File: config.mk
export PLATFORM = sky130hd
export DESIGN_NAME = noc_link_credit_receiver
export DESIGN_NICKNAME = d
export VERILOG_FILES = /design/src/rtl/noc_link_credit_receiver.sv
export SDC_FILE = /design/constraint.sdc
export NUM_CORES = 1
export LEC_CHECK = 0
export BUFFER_PORTS_ARGS = -buffer_cell sky130_fd_sc_hd__buf_4
export CORE_MARGIN = 8
export CORE_UTILIZATION = 50
export CTS_BUF_LIST = sky130_fd_sc_hd__clkbuf_16
export CTS_CLUSTER_SIZE = 14
export DETAILED_ROUTE_END_ITERATION = 7
export GPL_ROUTABILITY_DRIVEN = 0
export MAX_ROUTING_LAYER = met4
export PLACE_DENSITY = 0.7
export SYNTH_ARGS = -nofsm -noshare
export SYNTH_HDL_FRONTEND = slang
export SYNTH_SLANG_ARGS = --single-unit
File: constraint.sdc
create_clock -name clk -period 11.7 [get_ports clk]
set_clock_uncertainty 0.15 [all_clocks]
set_input_delay 1.17 -clock clk [delete_from_list [all_inputs] [get_ports clk]]
set_output_delay 1.17 -clock clk [all_outputs]
set_load 0.01 [all_outputs]
File: src/rtl/noc_link_credit_receiver.sv
`default_nettype none
// ============================================================================
// Module   : noc_link_credit_receiver
// Brief    : Credit-link receiver. It buffers flits, drives them out on a
//            valid/ready interface, returns credits, checks the link
//            protocol and counts delivered packets.
// Revision : 1.0 - initial release
// ============================================================================
module noc_link_credit_receiver #(
    parameter int FLIT_WIDTH      = 64,
    parameter int DEST_WIDTH      = 6,
    parameter int BUFFER_DEPTH    = 4,
    parameter int PKT_COUNT_WIDTH = 16
) (
    input  logic                               clk,
    input  logic                               rst,
    input  logic [FLIT_WIDTH-1:0]              data_in,
    input  logic [DEST_WIDTH-1:0]              dest_in,
    input  logic                               is_tail_in,
    input  logic                               send_in,
    output logic                               credit_out,
    output logic                               out_valid,
    input  logic                               out_ready,
    output logic [FLIT_WIDTH-1:0]              out_data,
    output logic [DEST_WIDTH-1:0]              out_dest,
    output logic                               out_is_tail,
    output logic [$clog2(BUFFER_DEPTH+1)-1:0]  occupancy,
    output logic                               overflow_err,
    output logic                               dest_mismatch_err,
    output logic [PKT_COUNT_WIDTH-1:0]         pkt_count
);

    localparam int c_PTR_W   = (BUFFER_DEPTH > 1) ? $clog2(BUFFER_DEPTH) : 1;
    localparam int c_CNT_W   = $clog2(BUFFER_DEPTH + 1);
    localparam int c_ENTRY_W = FLIT_WIDTH + DEST_WIDTH + 1;
    localparam logic [c_PTR_W-1:0] c_PTR_LAST = c_PTR_W'(BUFFER_DEPTH - 1);
    localparam logic [c_CNT_W-1:0] c_DEPTH    = c_CNT_W'(BUFFER_DEPTH);

    typedef enum logic [0:0] {
        RX_IDLE = 1'b0,
        RX_BODY = 1'b1
    } rx_state_t;

    logic [c_ENTRY_W-1:0]       r_mem [BUFFER_DEPTH];
    logic [c_PTR_W-1:0]         r_wr_ptr;
    logic [c_PTR_W-1:0]         r_rd_ptr;
    logic [c_CNT_W-1:0]         r_count;
    logic                       r_credit;
    logic                       r_ovf_err;
    logic                       r_dest_err;
    logic [PKT_COUNT_WIDTH-1:0] r_pkt_cnt;
    logic [DEST_WIDTH-1:0]      r_head_dest;
    rx_state_t                  r_state;

    logic                       w_deq;
    logic                       w_enq;
    logic                       w_drop;
    logic [c_ENTRY_W-1:0]       w_head;

    assign w_head = r_mem[r_rd_ptr];
    assign w_deq  = (r_count != '0) & out_ready;
    // A full FIFO still accepts a flit when the head leaves in the same cycle.
    assign w_enq  = send_in & ((r_count != c_DEPTH) | w_deq);
    assign w_drop = send_in & ~w_enq;

    always_ff @(posedge clk or posedge rst) begin
        if (rst) begin
            for (int i = 0; i < BUFFER_DEPTH; i++) begin
                r_mem[i] <= '0;
            end
            r_wr_ptr <= '0;
            r_rd_ptr <= '0;
            r_count  <= '0;
        end else begin
            if (w_enq) begin
                r_mem[r_wr_ptr] <= {is_tail_in, dest_in, data_in};
                r_wr_ptr        <= (r_wr_ptr == c_PTR_LAST) ? '0 : r_wr_ptr + c_PTR_W'(1);
            end
            if (w_deq) begin
                r_rd_ptr <= (r_rd_ptr == c_PTR_LAST) ? '0 : r_rd_ptr + c_PTR_W'(1);
            end
            case ({w_enq, w_deq})
                2'b10:   r_count <= r_count + c_CNT_W'(1);
                2'b01:   r_count <= r_count - c_CNT_W'(1);
                default: r_count <= r_count;
            endcase
        end
    end

    always_ff @(posedge clk or posedge rst) begin
        if (rst) begin
            r_credit  <= 1'b0;
            r_ovf_err <= 1'b0;
            r_pkt_cnt <= '0;
        end else begin
            r_credit <= w_deq;
            if (w_drop) begin
                r_ovf_err <= 1'b1;
            end
            if (w_deq && w_head[c_ENTRY_W-1]) begin
                r_pkt_cnt <= r_pkt_cnt + PKT_COUNT_WIDTH'(1);
            end
        end
    end

    // Packet tracking only advances on flits that were actually stored.
    always_ff @(posedge clk or posedge rst) begin
        if (rst) begin
            r_state     <= RX_IDLE;
            r_head_dest <= '0;
            r_dest_err  <= 1'b0;
        end else if (w_enq) begin
            case (r_state)
                RX_IDLE: begin
                    if (!is_tail_in) begin
                        r_head_dest <= dest_in;
                        r_state     <= RX_BODY;
                    end
                end
                RX_BODY: begin
                    if (dest_in != r_head_dest) begin
                        r_dest_err <= 1'b1;
                    end
                    if (is_tail_in) begin
                        r_state <= RX_IDLE;
                    end
                end
                default: r_state <= RX_IDLE;
            endcase
        end
    end

    assign out_valid         = (r_count != '0);
    assign out_data          = w_head[FLIT_WIDTH-1:0];
    assign out_dest          = w_head[FLIT_WIDTH +: DEST_WIDTH];
    assign out_is_tail       = w_head[c_ENTRY_W-1];
    assign occupancy         = r_count;
    assign credit_out        = r_credit;
    assign overflow_err      = r_ovf_err;
    assign dest_mismatch_err = r_dest_err;
    assign pkt_count         = r_pkt_cnt;

endmodule
`default_nettype wire

# Yosys cells after proc, flatten, opt, wreduce, memory -nomap -nowiden
# Index checks and enable logic that the tools add are counted.
# totals
register_bits	317
input_bits	75
out_inout_bits	94
wordCells	52
# classes
addsub	5
n_lt_le_gt_ge	3
eq_ne	6
mux	10
n_bitwise	9
reduce_logical	6
# ops
cell	count
$bwmux W284	1
$mux W71	3
$bmux W71 S2	1
$demux W71 S2	1
$add A16 B1 Y16 const B	1
$eq A2 B2 Y1 const B	3
$ge A3 B3 Y1 const B	2
$ne A6 B6 Y1	1
$not A2 Y3	2
$pmux W3 S2	1
$reduce_and A3 Y1	2
$add A2 B1 Y2 const B	2
$mux W2	2
$add A3 B1 Y3 const B	1
$and A1 B1 Y1	3
$lt A3 B1 Y1 const B	1
$ne A3 B3 Y1 const B	1
$not A1 Y1	3
$reduce_bool A3 Y1	1
$sub A3 B1 Y3 const B	1
$eq A2 B1 Y1 const B	1
$logic_and A1 B1 Y1	2
$reduce_bool A2 Y1	1
$mux W1	1
$or A1 B1 Y1	1

# Longest topological paths before layout
# logic_depth
word_depth	6
mapped_depth	10
ltp_nobuf	9

# Worst setup path before layout
# OpenSTA, ideal clock, no wires.
# synth_timing
path_type	in2reg
start	input out_ready
end	register r_count[2], in the netlist occupancy[2]
setup_ps	79
t_arrival_ps	2688
t_required_ps	11471
path_slack_ps	8783
cell_stages	10
n_path_buf	1
path_cell_list	nor4b_2 -> nor2b_2 -> buf_6 -> inv_4 -> ha_1 -> inv_1 -> fa_1 -> xor2_1 -> nor2_1 -> xor2_1
# synth_via
elab_chain_cells	5
elab_cells_between_ends	7
cone_classes	eq/ne: 2; mux: 1; bitwise: 3; reduce/logical: 1
# synth_lines
item	line_no	rtl
start, declared	23	input logic out_ready,
$and A1 B1 Y1 (*)	61	assign w_deq = (r_count != '0) & out_ready;
$or A1 B1 Y1	63	assign w_enq = send_in & ((r_count != c_DEPTH) | w_deq);
$and A1 B1 Y1	63	
$eq A2 B1 Y1 or $eq A2 B2 Y1 (tied branches)	82	case ({w_enq, w_deq})
$pmux W3 S2 or $reduce_bool A2 Y1 (tied branches)	-	
end signal, assigned	83	2'b10: r_count <= r_count + c_CNT_W'(1);
end signal, assigned	84	2'b01: r_count <= r_count - c_CNT_W'(1);
end signal, assigned	85	default: r_count <= r_count;
end, declared	47	logic [c_CNT_W-1:0] r_count;
# Mark *: on every way between the ends. The rest lies on a longest branch, timed or not.
# A chain may end at the register's enable or synchronous reset.

# Worst setup path in the final report
# layout_timing
start	register r_rd_ptr[0]
end	output out_data[44]
# layout_via
elab_chain_cells	4
# layout_lines
item	line_no	rtl
start, declared	46	logic [c_PTR_W-1:0] r_rd_ptr;
start signal, assigned	80	r_rd_ptr <= (r_rd_ptr == c_PTR_LAST) ? '0 : r_rd_ptr + c_PTR_W'(1);
$not A2 Y3 (not written as such)	60	assign w_head = r_mem[r_rd_ptr];
$bmux W71 S2	60	
$mux W71 (not written as such) (2 in series)	60	
end, declared	24	output logic [FLIT_WIDTH-1:0] out_data,
# No other way between the ends. The select of a mux whose other input is x is not followed.

==> impl_metrics.ini <==
[global_routing]
grt_start_max_net_pins = 177
groute.layer.met3.usage_pct = 3.878
global_route.overflow_total = 0
busiest_layer = met2
grt_antenna_before_repair = 0
gr-usage-all-layers_pct = 18.26
grt_util_met2_pct = 30.10
gr-usage-met1_pct = 22.61
wire_length_of_the_first_global_routing_pass_um = 47000
first_global_vias = 8382

[status]
run_status = finished, final reports clean

[synth]
synth_ff_type = dfrtp_1
synth_warnings = 0
post_synth_num_cell_types = 33
syn-cell-area_um2 = 13900
synth-seq-area-share_pct = 57.06
postSynthNetCount = 902
synth.avg_cell_area_um2 = 16.98
edff_count_synth = 0
ys_seq_elements = 317
postSynthCellCount = 819
async_s_r_ff_share_synth_pct = 100.0

[setup_path]
critPathMaxStageDelay_ns = 0.84
critPathRequiredTime_ns = 10.38
timing.setup.critical_path_class = reg2out
timing.critical_path.fanout_max = 47
largest_delay_contributor_family_on_the_critical_path = buffers and inverters
path_cells = buf_4 -> mux4_2 -> buf_4
critical_path_buf_inv_count = 2
crit_slowest_cell = buf_4
critical_path_sink_type = output pin
type_of_element_launching_the_critical_path = flop
most_used_cell_cp = buf_4
cp_data_arrival_time_ns = 3.04

[place]
post-place-cells = 1326
pre_cts_ws_ns = 7.748
dpl_cell_area_um2 = 15330
detailed_place_hpwl_um = 17740
placement.io_buffers = 168

[flow_run]
drv.max_cap_violation_count = 0

[clock_network]
cts-root-to-sink-buffers = 3
tritoncts = yes
clkSinkCount = 317
post_cts_clock_slew_at_the_launch_and_capture_registers_of_the_worst_setup_and_hold_paths_ns = 0.06
cts_setup_buffers = 0
postCtsResizedCells = 0
cts_buffers = 36
clkLatencyLatePin_ns = 0.51
holdBufCountCts = 0
clock-root-buffer = clkbuf_16
cts-htree-levels = 2

[timing]
final.min_clock_period_ns = 4.364
finalHoldViolCount = 0
slew_viol_final = 0
setup_viol = 0
final.hold.worst_slack_ns = 0.3124
layout_worst_path_cycle_share_pct = 37.30
setup_total_negative_slack_ns = 0
max_slew.worst_pin.slew_ns = 1.022
finalWorstSetupSlack_ns = 7.336
timing.slew.headroom_pct = 31.87
highest_clock_rate_mhz = 229.2
rsz0062_at_grt = no

[final_layout]
final_area_um2 = 16420
instances_no_fill = 1389
design.final.nets = 1069
post_route_cells_drive_above_1_share_pct = 59.15
post-route-util_pct = 59.60
area.growth.synth_to_final_pct = 18.11
final.fill_count = 2132
antenna_cells = 0

[route]
routedWlPerCell_um = 20.89
first_iter_violations = 388
firstDrtPassIters = 5
dr_total_vias = 7623
antenna_violating_nets_post_route = 0
viasPerCell = 5.488
drt_drc_violations_left = 0
route.final.wire_length_um = 29020

[power]
fin_total_pwr_mw = 5.052
cellPowerDensity_nw_per_um2 = 307.7
ir_drop_uv = 202.6
total_leakage_power_nw = 7.269

[die]
initial_core_util_pct = 50.46
floorplan.die_area_um2 = 33400
die_x_um = 182.8
die_h_um = 182.8
rows = 61
placeableCoreArea_um2 = 27550
top_level_ports = 169

[hold_path]
min_path_type = reg2reg
==> path summary, 6_finish.rpt <==
| path | slack, ns | endpoint | from | cells past startpoint |
|---|---|---|---|---|
| setup / recovery | 7.34 | out_data[44] | r_rd_ptr[0] | 3 |
| hold / removal | 0.31 | overflow_err | overflow_err | 1 |
| max in group asynchronous | 9.21 | r_rd_ptr[0] | rst | 3 |
| hold reg to reg | 0.31 | overflow_err | overflow_err | 1 |
| min in group asynchronous | 0.67 | r_mem[85] | rst | 2 |
| setup reg to reg | 8.79 | r_mem[32] | occupancy[0] | 5 |
==> kinds of logic (layout without fill, tap and decap cells) <==
group	Yosys count	after routing	share of synthesized area (%)
xor+xnor	24	24	1.512
buf+inv	55	247	3.222
fa+ha+maj	8	8	0.7739
flops	317	317	57.06
mux	364	364	35.39
compound gates	6	6	0.2880
simple gates	45	45	1.764
==> cell type report <==
| class | instances | area [µm²] | share of cell area, % |
|---|---|---|---|
| Clock buffer | 37 | 925.9 | 5.639 |
| Clock inverter | 26 | 168.9 | 1.029 |
| Inverter | 9 | 43.79 | 0.2667 |
| Multi-Input combinational cell | 447 | 5543 | 33.76 |
| Sequential cell | 317 | 7940 | 48.35 |
| Tap cell | 378 | 473.0 | 2.880 |
| Timing Repair Buffer | 175 | 1326 | 8.077 |
==> power by group <==
part | switching, mW | internal, mW
sequential | 0.327 | 1.64
clock | 0.429 | 0.616
combinational | 0.788 | 1.25
total | 1.54 | 3.51
==> placed cells by master, fill, tap and decap left out <==
cell type,netlist,routed
ha_1,7,7
nand3_1,5,5
inv_1,8,12
dfrtp_1,317,315
inv_6,0,2
o31a_1,1,1
inv_4,1,1
or3_1,2,2
xor2_1,13,13
o21ai_0,3,3
buf_12,0,1
or3_2,1,1
a31o_2,1,1
mux2_4,6,6
nand2_4,0,4
clkbuf_16,0,37
nand2_1,11,11
bufinv_16,0,2
clkinv_1,0,10
mux4_2,71,71
and2_1,1,1
nor2_1,4,4
nor3_1,4,4
xnor2_1,11,11
inv_8,0,1
dfrtp_4,0,2
nand4_1,4,4
fa_1,1,1
a21o_1,1,1
nor2b_2,1,1
nor4b_2,1,1
buf_4,1,174
clkinv_2,0,7
mux2i_1,1,1
mux2_2,286,286
nor4_1,4,4
and3_1,3,3
==> state kept, by name, indices dropped and copies added, names as in the netlist <==
register and count:
overflow_err 1, r_rd_ptr 2, credit_out 1, r_mem 284, r_head_dest 6, r_wr_ptr 2
r_state 1, pkt_count 16, occupancy 3, dest_mismatch_err 1
==> synthesized netlist by cell type, types with 5 or more instances <==
library cell	n	area, µm²
mux4_2	71	1599
inv_1	8	30.03
nand2_1	11	41.29
xor2_1	13	113.9
ha_1	7	87.58
dfrtp_1	317	7933
buf_6	30	337.8
mux2_2	286	3221
nand3_1	5	25.02
mux2_4	6	90.09
xnor2_1	11	96.34
buf_2	8	40.04
==> per-layer routing <==
metal  wire length (µm)  up-vias  share of wire (%)
li1                   -     3368                  -
met1              12370     4063                 43
met2              14650      155                 50
met3               1446       37                5.0
met4                561        0                1.9
met5                  0        -                  0
Power figures use the tool's default switching activity.
